**config.mk**
```make
export PLATFORM = sky130hd
export DESIGN_NAME = bcd_scan_display
export DESIGN_NICKNAME = d
export VERILOG_FILES = /design/src/rtl/bcd_scan_display.sv
export SDC_FILE = /design/constraint.sdc
export NUM_CORES = 1
export LEC_CHECK = 0
export ABC_AREA = 1
export CORE_ASPECT_RATIO = 0.5
export CORE_MARGIN = 3
export CORE_UTILIZATION = 68
export CTS_CLUSTER_SIZE = 40
export DETAILED_ROUTE_END_ITERATION = 10
export DONT_BUFFER_PORTS = 1
export PLACE_DENSITY = 0.95
export SLEW_MARGIN = 20
export SYNTH_ARGS = -nofsm -noshare
export SYNTH_HDL_FRONTEND = slang
export SYNTH_SLANG_ARGS = --single-unit
```
**constraint.sdc**
```tcl
create_clock -name clk -period 3.9 [get_ports clk]
set_input_delay 0.78 -clock clk [delete_from_list [all_inputs] [get_ports clk]]
set_output_delay 0.78 -clock clk [all_outputs]
set_load 0.02 [all_outputs]
```
**src/rtl/bcd_scan_display.sv**
```systemverilog
// Time-multiplexed driver for a two-digit BCD count plus an overflow indicator.
// Digit slots are scanned round-robin, with one slot active per prescaler period.
module bcd_scan_display #(
  parameter int REFRESH_DIV  = 100000,
  parameter int BLINK_FRAMES = 64
) (
  input  logic       clk,
  input  logic       clr,
  input  logic [7:0] bcd_in,
  input  logic       co_in,
  input  logic       ack_in,
  input  logic       lzb_en,
  output logic [6:0] seg,
  output logic [3:0] an
);

  localparam int PW = (REFRESH_DIV > 1) ? $clog2(REFRESH_DIV) : 1;
  localparam int FW = (BLINK_FRAMES > 1) ? $clog2(BLINK_FRAMES) : 1;
  localparam logic [PW-1:0] PRESC_MAX = PW'(REFRESH_DIV - 1);
  localparam logic [FW-1:0] FRAME_MAX = FW'(BLINK_FRAMES - 1);

  localparam logic [6:0] SEG_BLANK = 7'b1111111;
  localparam logic [6:0] SEG_DASH  = 7'b0111111;
  localparam logic [6:0] SEG_C     = 7'b1000110;

  logic [PW-1:0] presc;
  logic [1:0]    idx;
  logic [7:0]    snap;
  logic          ovf;
  logic          blink;
  logic [FW-1:0] frame_cnt;

  logic          tick;
  logic          wrap;
  logic [1:0]    idx_next;
  logic [7:0]    snap_next;
  logic          ovf_next;
  logic [6:0]    slot_seg;
  logic [3:0]    slot_an;

  function automatic logic [6:0] digit_seg(input logic [3:0] d);
    logic [6:0] s;
    case (d)
      4'd0:    s = 7'b1000000;
      4'd1:    s = 7'b1111001;
      4'd2:    s = 7'b0100100;
      4'd3:    s = 7'b0110000;
      4'd4:    s = 7'b0011001;
      4'd5:    s = 7'b0010010;
      4'd6:    s = 7'b0000010;
      4'd7:    s = 7'b1111000;
      4'd8:    s = 7'b0000000;
      4'd9:    s = 7'b0010000;
      default: s = SEG_DASH;
    endcase
    return s;
  endfunction

  always_comb begin
    tick      = (presc == PRESC_MAX);
    wrap      = tick && (idx == 2'd3);
    idx_next  = idx + 2'd1;
    snap_next = wrap ? bcd_in : snap;
    // Carry/borrow wins over acknowledge so a new event is never dropped.
    if (co_in)       ovf_next = 1'b1;
    else if (ack_in) ovf_next = 1'b0;
    else             ovf_next = ovf;
  end

  // Output pattern for the slot being entered; registered on the same tick.
  always_comb begin
    slot_seg = SEG_BLANK;
    slot_an  = 4'b1111;
    case (idx_next)
      2'd0: begin
        slot_an  = 4'b1110;
        slot_seg = digit_seg(snap_next[3:0]);
      end
      2'd1: begin
        slot_an = 4'b1101;
        if (lzb_en && (snap_next[7:4] == 4'd0)) slot_seg = SEG_BLANK;
        else                                    slot_seg = digit_seg(snap_next[7:4]);
      end
      2'd2: begin
        slot_an  = 4'b1011;
        slot_seg = SEG_BLANK;
      end
      default: begin
        slot_an  = 4'b0111;
        slot_seg = (ovf_next && blink) ? SEG_C : SEG_BLANK;
      end
    endcase
  end

  always_ff @(posedge clk) begin
    if (clr) begin
      presc     <= '0;
      idx       <= 2'd0;
      snap      <= 8'h00;
      ovf       <= 1'b0;
      blink     <= 1'b0;
      frame_cnt <= '0;
      an        <= 4'b1110;
      seg       <= 7'b1000000;
    end else begin
      ovf <= ovf_next;
      if (tick) begin
        presc <= '0;
        idx   <= idx_next;
        seg   <= slot_seg;
        an    <= slot_an;
        if (wrap) begin
          snap <= bcd_in;
          if (frame_cnt == FRAME_MAX) begin
            frame_cnt <= '0;
            blink     <= ~blink;
          end else begin
            frame_cnt <= frame_cnt + 1'b1;
          end
        end
      end else begin
        presc <= presc + 1'b1;
      end
    end
  end

endmodule

```
======== Yosys cells after proc, flatten, opt, wreduce, memory -nomap -nowiden ========
Memory sizes are Yosys's and may differ from the RTL's.
Index checks and enable logic that the tools add are counted.
W data, S select, Z words.
operators by class
  order comparisons ....................... 0
  add/subtract/negate cells ............... 3
  divide/modulo/power cells ............... 0
  mux-type cells .......................... 8
  bitwise operators ....................... 1
  reduce and logical (&&, ||, !) cells .... 8
  shift-type cells ........................ 0
  multipliers ............................. 0
  equal/unequal tests ..................... 5
operators with widths
  kind                     number
  $pmux W7 S3              1
  $add A17 B1 Y17 const B  1
  $eq A17 B17 Y1 const B   1
  $mux W6                  2
  $pmux W4 S3              1
  $mux W8                  1
  $mux W7                  1
  $add A6 B1 Y6 const B    1
  $eq A6 B6 Y1 const B     1
  $eq A2 B2 Y1 const B     2
  $logic_not A4 Y1         1
  $logic_and A1 B1 Y1      3
  $reduce_and A3 Y1        1
  $add A2 B1 Y2 const B    1
  $eq A2 B1 Y1 const B     1
  $logic_not A2 Y1         1
  $mux W1                  2
  $reduce_and A2 Y1        1
  $reduce_or A2 Y1         1
  $not A1 Y1               1
word-level totals
  register bits after elaboration ......... 46
  output and inout port bits .............. 11
  memory bits (writable) .................. 0
  input port bits ......................... 13
  memory bits (read-only) ................. 224
  logic and storage cells ................. 35
  memories ................................ 2
  latch bits .............................. 0
memories
  name              depth  bits a word  rd ports  clocked after Yosys merged registers in  wr ports  line  RTL
  (name not given)  16     7            1         0                                        0         43    case (d)
  (name not given)  16     7            1         0                                        0         43

======== Depth between registers and ports, before layout ========
Gate-level depths: netlist of run 1.
  word-level depth ........................ 7
  depth in mapped cells ................... 18
  gate-level depth less buffers ........... 18

======== Worst setup path before layout of run 1 ========
OpenSTA, ideal clock, no wires.
  path kind ............................... reg-to-reg
  start ................................... register presc[0]
  end ..................................... register seg[3]
  library setup time ...................... 135 ps
  path buffers ............................ 0
  stages on the path, launching flop included .. 15
  setup slack ............................. 1,749 ps
  data arrival time ....................... 2,016 ps
  clock period less this slack ............ 2,151 ps
  data required time ...................... 3,765 ps
  path through ............................ dfxtp_1 -> ha_1 -> nand3_2 -> nor3_4 -> nand4_1 -> nand2_1 -> inv_1 -> ha_1 -> nand3_1 -> nand2_1 -> nand2_1 -> a21oi_1 -> nand2_1 -> nand2_1 -> a21oi_2
on the way
  elaborated cells between the ends (all ways) .. 9
  those cells by class .................... 1 x eq/ne; 3 x mux; 3 x reduce/logical; 2 x memory
RTL lines
  element                 line  RTL
  from (decl)             26    logic [PW-1:0] presc;
  from (signal assigned)  122   presc <= presc + 1'b1;
  $eq A17 B17 Y1          60    tick = (presc == PRESC_MAX);
  $logic_and A1 B1 Y1     61    wrap = tick && (idx == 2'd3);
  $mux W8                 n/a
  net snap_next[0]        36    logic [7:0] snap_next;
  $mem_v2 Z16 W7          n/a
  $pmux W7 S3             74    case (idx_next)
  to (signal assigned)    110   seg <= slot_seg;
  to (decl)               13    output logic [6:0] seg,
The timed path passes the listed nets, and every way through them passes these cells.
A chain may end at the register's enable or synchronous reset.

======== Worst setup path in the final report of run 1 ========
Ends and elaborated chain as after synthesis.

==> impl_metrics.py, run 1 <==
metrics = {
    "yosys": {
        "synth_top_family_by_area": "simple AND/OR/NAND/NOR gates",
        "seq_area_frac_synth": 0.332,
        "synth_area_sq_um": 2780,
        "yosys_register_bits": 46,
        "synth_xor_xnor_area_share": 0.0284,
        "synth-async-reset-ratio": 0,
        "avgSynthCellArea_sq_um": 7.34,
        "synth_compound_area_frac": 0.0951,
        "synthSimpleGateAreaFrac": 0.366,
        "syn_inst": 378,
        "muxShareOfSynthArea": 0,
        "synthAdderAreaFrac": 0.0947,
        "synth_edf_count": 0,
        "syn_nets": 412,
        "ys.flop_type": "dfxtp_1",
        "synthDistinctLibCells": 41,
        "synth-warning-count": 0,
    },
    "timing": {
        "hold_viol_final": 0,
        "fmax_mhz": 403,
        "min_period_over_period": 0.636,
        "fin_skew_ns": 0.00820,
        "max_slew_margin": 0.571,
        "setup_violations": 0,
        "grt_setup_unrepaired": "false",
        "timing.hold.ws_ns": 0.471,
        "finalSetupTns_ns": 0,
        "finalMaxSlewViolations": 0,
        "period_minus_slack_ns": 2.48,
        "worstMarginPinSlew_ns": 0.641,
    },
    "critical_path": {
        "cp-start-kind": "register",
        "cp-end-kind": "register",
        "r2r_start": "presc[0]",
        "crit_required_ns": 4.10,
        "crit_fanout": 7,
        "crit_start": "presc[0]",
        "crit_type": "register to register",
        "arrival_ns": 2.69,
    },
    "placement": {
        "gp_congestion": 0.968,
        "hpwlAfterDp_microns": 4270,
        "dp_cells": 424,
        "numPortBuffers": 0,
    },
    "finish": {
        "stdcell_count": 432,
        "mostFrequentLayoutCell": "nand2_1",
        "num_antenna_cells": 0,
        "drive_above_1_share": 0.121,
        "final.fill_count": 239,
        "final_cell_mix": "nand2_1, inv_1, dfxtp_1",
        "layout.nets": 414,
        "area_growth_syn_to_layout_pct": 5.37,
    },
    "power_and_ir_drop": {
        "p_int_mw": 0.672,
        "p_leak_nw": 1.38,
        "switching_power_mw": 0.175,
        "comb_power_share": 0.025,
        "clkPwrFrac": 0.414,
        "p_per_area_nw_per_um2": 289,
        "swShare": 0.206,
        "share_seq_of_total_power": 0.561,
        "max-vdd-ir-drop_mv": 0.203,
    },
    "clock_network": {
        "clock-sinks": 46,
        "cts_buffer_depth": 2,
        "htree_levels": 2,
        "postCtsSetupBuffers": 0,
        "numCtsBuffers": 5,
        "holdBufCountCts": 0,
        "tritoncts": "built",
        "clkLatencyLatePin_ns": 0.30,
        "clk_pin_slew_ns": 0.08,
        "cts.repair.resized": 0,
        "root_buffer": "clkbuf_8",
    },
    "global_routing": {
        "grt_max_degree": 20,
        "grt_pass1_vias": 2264,
        "grt_pass1_wl_microns": 9800,
        "grt-ovfl-total": 0,
        "gr-usage-all-layers": 0.255,
        "antenna_found_initial": 0,
    },
    "die": {
        "die_x_microns": 96.3,
        "initial_utilization": 0.758,
        "io_pins": 24,
        "core_sq_um": 3660,
        "die-area_sq_um": 4930,
        "die_h_microns": 51.2,
        "rows": 15,
    },
    "route": {
        "viasPerCell": 5.45,
        "drtIter0Drc": 103,
        "route.detailed.drc": 0,
        "wl_per_cell_microns": 13.0,
        "vias": 2355,
        "postRouteAntennaNets": 0,
        "detail_route.first_pass.iterations": 5,
        "wirelength_microns": 5610,
    },
    "run_status": {
        "status": "complete, no violations",
    },
    "run": {
        "drv_cap": 0,
    },
    "worst_hold_path": {
        "min_path_type": "register to register",
        "worst_hold_startpoint": "presc[0]",
    },
}
[area by class of cell]
| class | instances | area, sq um | share of cell area |
|---|---|---|---|
| clock buffers | 7 | 76.3 | 0.0261 |
| flip-flops and latches | 46 | 921 | 0.315 |
| clock inverters | 1 | 30.0 | 0.0103 |
| multi-input cells | 272 | 1620 | 0.554 |
| well taps | 51 | 63.8 | 0.0218 |
| inverters | 55 | 213 | 0.0727 |
[worst max-delay path: stages, from the launching register on]
cell and delay (ns):
dfxtp_1 0.36, ha_1 0.21, nand3_2 0.14, nor3_4 0.35, nand4_1 0.13, nand2_1 0.24
inv_1 0.11, ha_1 0.19, inv_1 0.05, nand3_1 0.11, nand2_1 0.10, nand2_1 0.05
a21oi_1 0.14, nand2_1 0.08, nand2_1 0.08, a21oi_2 0.05
[flip-flops by register name, indices dropped and copies added (netlist names)]
name       cells
seg            7
idx            2
frame_cnt      6
presc         17
blink          1
snap           8
ovf            1
an             4
[power groups by stage]
stage	Sequential [mW]	Clock, mW	Combinational [mW]
finish	0.475	0.351	0.0208
global route	0.475	0.373	0.0244
CTS	0.475	0.354	0.0206
detailed placement	0.486	0	0.0206
global placement	0.486	0	0.0196
floorplan	0.485	0	0.0193
[cells in the mapped netlist (3+ instances only)]
master | n | area [sq um]
nand2_1 | 84 | 315
inv_1 | 48 | 180
dfxtp_1 | 46 | 921
nor2_1 | 40 | 150
nand3_1 | 25 | 125
ha_1 | 21 | 263
a21oi_1 | 18 | 90.1
o21ai_0 | 12 | 60.1
nand4_1 | 9 | 56.3
nand2_2 | 8 | 50.1
xor2_1 | 8 | 70.1
a21oi_2 | 4 | 35.0
inv_2 | 4 | 15.0
nand2_4 | 4 | 45.0
nor3_1 | 4 | 20.0
clkbuf_1 | 3 | 11.3
nand3b_1 | 3 | 22.5
nor2_2 | 3 | 18.8
or2_2 | 3 | 18.8
[layer usage]
layer | global-route usage | up-vias | part of all wire
met2 | 0.456 | 68 | 0.48
met1 | 0.303 | 1070 | 0.45
met4 | 0.0744 | 0 | 0.0070
met3 | 0.0618 | 4 | 0.063
met5 | 0 | - | 0
li1 | - | 1213 | -
[through the flow]
| step | area [sq um] | utilization | setup WS [ns] | total power [mW] |
|---|---|---|---|---|
| after global placement | 2820 | 0.770 | 1.55 | 0.505 |
| after floorplan | 2780 | - | 1.75 | 0.505 |
| after CTS | 2920 | 0.799 | 1.43 | 0.850 |
| after global routing | 2920 | 0.799 | 1.19 | 0.872 |
| final | 2920 | 0.799 | 1.42 | 0.846 |
| after detailed placement | 2820 | 0.770 | 1.45 | 0.506 |
[final timing paths]
path	end	slack, ns	depth (start not counted)
worst max-delay path	seg[3]	1.42	15
worst max register to register	seg[3]	1.42	15
worst min register to register	presc[0]	0.47	1
worst min-delay path	presc[0]	0.47	1
[logic make-up after synthesis]
family | Yosys count
AND/OR/NAND/NOR | 198
flip-flops | 46
XOR/XNOR | 9
adder cells (fa/ha/maj) | 21
buffers and inverters | 60
AO/OA/AOI/OAI | 44
(Power assumes the default switching activity.)
==> run 2, diff against run 1 <==
--- a/config.mk
+++ b/config.mk
@@ -8,11 +8,11 @@
 export ABC_AREA = 1
 export CORE_ASPECT_RATIO = 0.5
 export CORE_MARGIN = 3
-export CORE_UTILIZATION = 68
+export CORE_UTILIZATION = 63
 export CTS_CLUSTER_SIZE = 40
 export DETAILED_ROUTE_END_ITERATION = 10
 export DONT_BUFFER_PORTS = 1
-export PLACE_DENSITY = 0.95
+export PLACE_DENSITY = 0.9
 export SLEW_MARGIN = 20
 export SYNTH_ARGS = -nofsm -noshare
 export SYNTH_HDL_FRONTEND = slang
==> constraint.sdc (replaced) <==
create_clock -name clk -period 2.44 [get_ports clk]
set_input_delay 0.488 -clock clk [delete_from_list [all_inputs] [get_ports clk]]
set_output_delay 0.488 -clock clk [all_outputs]
set_load 0.02 [all_outputs]
==> run 2 against run 1 <==
Cell area up 3.5%. Largest power group unchanged. Critical path type unchanged. Largest cell class unchanged. Clock power grew 57%. Wire length grew 7.9%. Core utilization is 5.5 points lower. Setup slack worse by 1.2 ns. Register-to-register slack worse by 1.2 ns.
==> impl_metrics.py, run 2 (synthesized netlist as in run 1, its figures left out) <==
metrics = {
    "run_status": {
        "status": "complete, no violations",
    },
    "finish": {
        "drive_above_1_share": 0.166,
        "mostFrequentLayoutCell": "nand2_1",
        "fin_area_sq_um": 3030,
        "top_register": "presc",
        "layout.nets": 424,
        "num_antenna_cells": 0,
        "reg_top3": "presc x17, snap x8, seg x7",
        "area_growth_syn_to_layout_pct": 9.02,
        "largest_register_ffs": 17,
        "final_cell_mix": "nand2_1, inv_1, dfxtp_1",
        "stdcell_count": 445,
        "finish.utilization": 0.744,
    },
    "timing": {
        "fmax_mhz": 442,
        "hold_viol_final": 0,
        "max_slew_margin": 0.746,
        "finalWorstSetupSlack_ns": 0.180,
        "grt_setup_unrepaired": "false",
        "fin_skew_ns": 0.00845,
        "period_minus_slack_ns": 2.26,
        "finalMaxSlewViolations": 0,
        "min_period_over_period": 0.926,
        "finalSetupTns_ns": 0,
        "worstMarginPinSlew_ns": 0.379,
        "timing.hold.ws_ns": 0.250,
        "setup_violations": 0,
    },
    "route": {
        "postRouteAntennaNets": 0,
        "wl_per_cell_microns": 13.6,
        "route.detailed.drc": 0,
        "detail_route.first_pass.iterations": 4,
        "viasPerCell": 5.53,
        "wirelength_microns": 6050,
        "vias": 2463,
        "drtIter0Drc": 109,
    },
    "critical_path": {
        "r2r_start": "presc[0]",
        "crit_fanout": 7,
        "cp-start-kind": "register",
        "arrival_ns": 2.46,
        "cp-end-kind": "register",
        "r2r_cells": 17,
        "crit_type": "register to register",
        "crit_required_ns": 2.64,
        "crit_start": "presc[0]",
    },
    "global_routing": {
        "grt_pass1_vias": 2295,
        "antenna_found_initial": 0,
        "use_met3": 0.0566,
        "grt_max_degree": 20,
        "busiest_layer": "met2",
        "gr-usage-all-layers": 0.232,
        "use_met2": 0.443,
        "use_met1": 0.264,
        "grt_pass1_wl_microns": 9760,
        "grt-ovfl-total": 0,
    },
    "die": {
        "die_x_microns": 99.9,
        "io_pins": 24,
        "core_sq_um": 4060,
        "initial_utilization": 0.683,
        "die_h_microns": 52.9,
        "rows": 16,
        "die-area_sq_um": 5290,
    },
    "clock_network": {
        "htree_levels": 2,
        "numCtsBuffers": 5,
        "root_buffer": "clkbuf_8",
        "clock-sinks": 46,
        "clkLatencyLatePin_ns": 0.29,
        "cts_buffer_depth": 2,
        "tritoncts": "built",
        "clk_pin_slew_ns": 0.09,
    },
    "placement": {
        "dp_cells": 432,
        "numPortBuffers": 0,
        "hpwlAfterDp_microns": 4450,
        "post_dp_cell_area_sq_um": 2860,
        "dp_slack_ns": 0.0557,
        "gp_congestion": 1.00,
    },
    "worst_hold_path": {
        "min_path_type": "primary input to register",
        "worst_hold_startpoint": "clr",
        "whs_path_depth": 1,
    },
    "power_and_ir_drop": {
        "comb_power_share": 0.026,
        "max-vdd-ir-drop_mv": 0.243,
        "p_per_area_nw_per_um2": 445,
        "share_seq_of_total_power": 0.564,
        "p_leak_nw": 1.43,
        "switching_power_mw": 0.275,
        "total_power_mw": 1.34,
        "p_int_mw": 1.07,
        "swShare": 0.205,
        "clkPwrFrac": 0.410,
    },
    "run": {
        "drv_cap": 0,
    },
}
==> run 2: cell count changes in the layout (fill, tap and decap cells not counted), sizes merged <==
cell | before | now
buf | 0 | 10
inv | 52 | 53
clkinv | 3 | 4
clkbuf | 7 | 5
==> run 2: final timing paths <==
check	to	slack (ns)
setup / recovery	seg[4]	0.18
hold / removal	seg[3]	0.25
setup reg to reg	seg[4]	0.18
hold reg to reg	presc[0]	0.42
==> run 2: routing by layer <==
| layer | vias up | part of all wire | wire [microns] |
|---|---|---|---|
| li1 | 1228 | - | - |
| met1 | 1143 | 0.42 | 2540 |
| met2 | 76 | 0.50 | 3010 |
| met3 | 16 | 0.066 | 399 |
| met4 | 0 | 0.017 | 102 |
| met5 | - | 0 | 0 |
==> run 2: layout make-up <==
| type | count | area, sq um |
|---|---|---|
| fill | 271 | 1040 |
| sequential | 46 | 922 |
| tap | 54 | 67.6 |
| timing repair buffer | 10 | 75.1 |
| inverter | 55 | 214 |
| clock inverter | 3 | 40.0 |
| multi-input combinational | 272 | 1640 |
| clock buffer | 5 | 68.8 |
==> run 2: critical path, stage by stage, from the launching register on <==
cell and delay (ns):
dfxtp_2 0.35, ha_2 0.21, nand3_4 0.11, inv_4 0.11
nand2_4 0.07, nor2_8 0.12, nand3_4 0.14, nand2_1 0.11
nand2_2 0.11, ha_1 0.24, nand2_1 0.07, inv_1 0.06
nand3_4 0.11, nand3_1 0.10, nand2_1 0.07, nand2_1 0.05
nand2_1 0.07, a21oi_2 0.05
==> run 2: what timing repair did <==
action,4_1_cts,5_1_grt
resized for setup,0,9
hold buffers,0,0
setup buffers,0,5
endpoints found under the setup margin,0,7
==> run 2: power by group through the flow <==
stage	registers (mW)	clock network [mW]	logic (mW)
after floorplan	0.776	0	0.0309
after global placement	0.776	0	0.0326
after detailed placement	0.776	0	0.0337
after CTS	0.758	0.561	0.0343
after global routing	0.760	0.592	0.0399
final	0.759	0.551	0.0352
==> run 3, diff against run 2 <==
--- a/config.mk
+++ b/config.mk
@@ -9,11 +9,14 @@
 export CORE_ASPECT_RATIO = 0.5
 export CORE_MARGIN = 3
 export CORE_UTILIZATION = 63
+export CTS_CLUSTER_DIAMETER = 50
 export CTS_CLUSTER_SIZE = 40
 export DETAILED_ROUTE_END_ITERATION = 10
 export DONT_BUFFER_PORTS = 1
+export GPL_ROUTABILITY_DRIVEN = 0
 export PLACE_DENSITY = 0.9
 export SLEW_MARGIN = 20
 export SYNTH_ARGS = -nofsm -noshare
 export SYNTH_HDL_FRONTEND = slang
 export SYNTH_SLANG_ARGS = --single-unit
+export TNS_END_PERCENT = 50
==> results of run 3 <==
Final layout, timing and power as in run 2 (identical DEF).
==> RTL edit, RTL diff (settings of run 2) <==
`REFRESH_DIV`: 100000 -> 50000.
--- a/src/rtl/bcd_scan_display.sv
+++ b/src/rtl/bcd_scan_display.sv
@@ -3,3 +3,3 @@
 module bcd_scan_display #(
-  parameter int REFRESH_DIV  = 100000,
+  parameter int REFRESH_DIV  = 50000,
   parameter int BLINK_FRAMES = 64
Check against the original RTL: same outputs for any inputs over 10 cycles, from zero or initial values; that may be too few to reach the edited logic, so the function may still have changed.
==> RTL edit against run 2 <==
  * Area after synthesis down 4.5%
  * Routed wire length is 7.3% higher
  * Final area is 2.6% lower
  * Setup slack got worse by 72 ps
  * Count of clock-buffer cells in the layout up 1
  * Sequential cell count down 1
  * Global-route usage is 1.6 points higher
  * Power fell by 5.2%
  * Critical path type unchanged
  * Critical endpoint is now seg[0]
==> RTL edit: results (changes against run 2) <==
- Final Power: 1.27 mW (-5.2%)
- Share of cells above drive strength 1: 16.1% (-0.51 points)
- Filler Cells Inserted: 236 (-13%)
- GR Util All Layers: 24.9% (+1.6 points)
- Post-Synth Adder-Cell Area: 9.92% (+0.45 points)
- Share of power burned in registers: 58.4% (+2.0 points)
- Critical path's largest stage delay: 380 ps (+30 ps)
- Mapped Nets: 405 (-1.7%)
- Post-CTS Resized: 1 (+1)
- Synth top cells by count: 82 x nand2_1, 50 x inv_1, 45 x dfxtp_1
- Pin count of the biggest net entering global routing: 22 (+10%)
- Register area share after synthesis: 34.0% (+0.81 points)
- Setup Slack @ Placement: 16.9 ps (-38.8 ps)
- First-pass GRT wire length: 10,200 microns (+4.1%)
- Clock Skews: 6.37 ps (-2.08 ps)
- Avg Inst Size Synth: 7.14 sq um (-2.7%)
- RePlAce Congestion: 0.906 (-9.5%)
- Cells taking the most area after synthesis: dfxtp_1 34%, nand2_1 12%, ha_1 9.9%
- Crit path capture: seg[0]
- Min Hold Slack: 233 ps (-16.5 ps)
- WL/cell: 14.7 microns (+8.0%)
- Logic pwr share: 2.9% (+0.3 points)
- Distinct cells, synth: 36 (-12%)
- Power Dens Cells: 432 nW/um^2 (-2.7%)
- Cell depth of the worst flop-to-flop path: 16 (-1)
- Clk_lat worst skew: 310 ps (+20 ps)
- R2R setup slack: 110 ps (-70 ps)
- DRT Pass-1 Iters: 8 (+4)
- Via count: 2,510 (+1.9%)
- P_sw: 0.292 mW (+6.0%)
- P_leak: 1.35 nW (-5.6%)
- Max Fclk: 429 MHz (-3.1%)
- Largest regs: presc: 16 flops, snap: 8 flops, seg: 7 flops
- Maximum vdd drop: 0.000258 V (+6.4%)
- Post-Layout Cell Count: 442 (-0.67%)
- Clk pwr: 0.493 mW (-11%)
- Arr. time, crit path: 2540 ps (+80 ps)
- Compound-gate portion of the synthesized area: 12.0% (+2.5 points)
- DR iter-0 viols: 216 (+98%)
- Status: finished, final reports clean
- Vias in the first global route: 2,265 (-1.3%)
- Worst Max-Slew Pin Slew: 423 ps (+43.9 ps)
-- RTL edit: cell types whose count changed after synthesis, moves of 3 or more --
cell / before / now
xor2_1: 8 / 2
nor3_1: 4 / 9
o21ai_0: 12 / 17
nand3_1: 25 / 17
a31oi_1: 2 / 5
a21oi_1: 18 / 25
-- RTL edit: worst max-delay path: cells and delay by family, from the launching register on --
kind / cells / cell delay (ps)
compound gates: 2 / 210
fa+ha+maj: 2 / 360
buf+inv: 2 / 210
flops: 1 / 380
simple gates: 10 / 1070
-- RTL edit: per-layer routing --
layer  wire (microns)  track usage, %
met1             2880            31.3
met2             2910            41.7
met3              430            6.02
met4              277            9.89
met5                0               0
-- RTL edit: layout make-up --
type,instances,area share (%)
Timing Repair Buffer,18,4.58
Tap cell,51,2.16
Sequential cell,45,30.7
Inverter,54,6.92
Clock buffer,6,2.80
Clock inverter,2,0.467
Multi-Input combinational cell,266,52.4
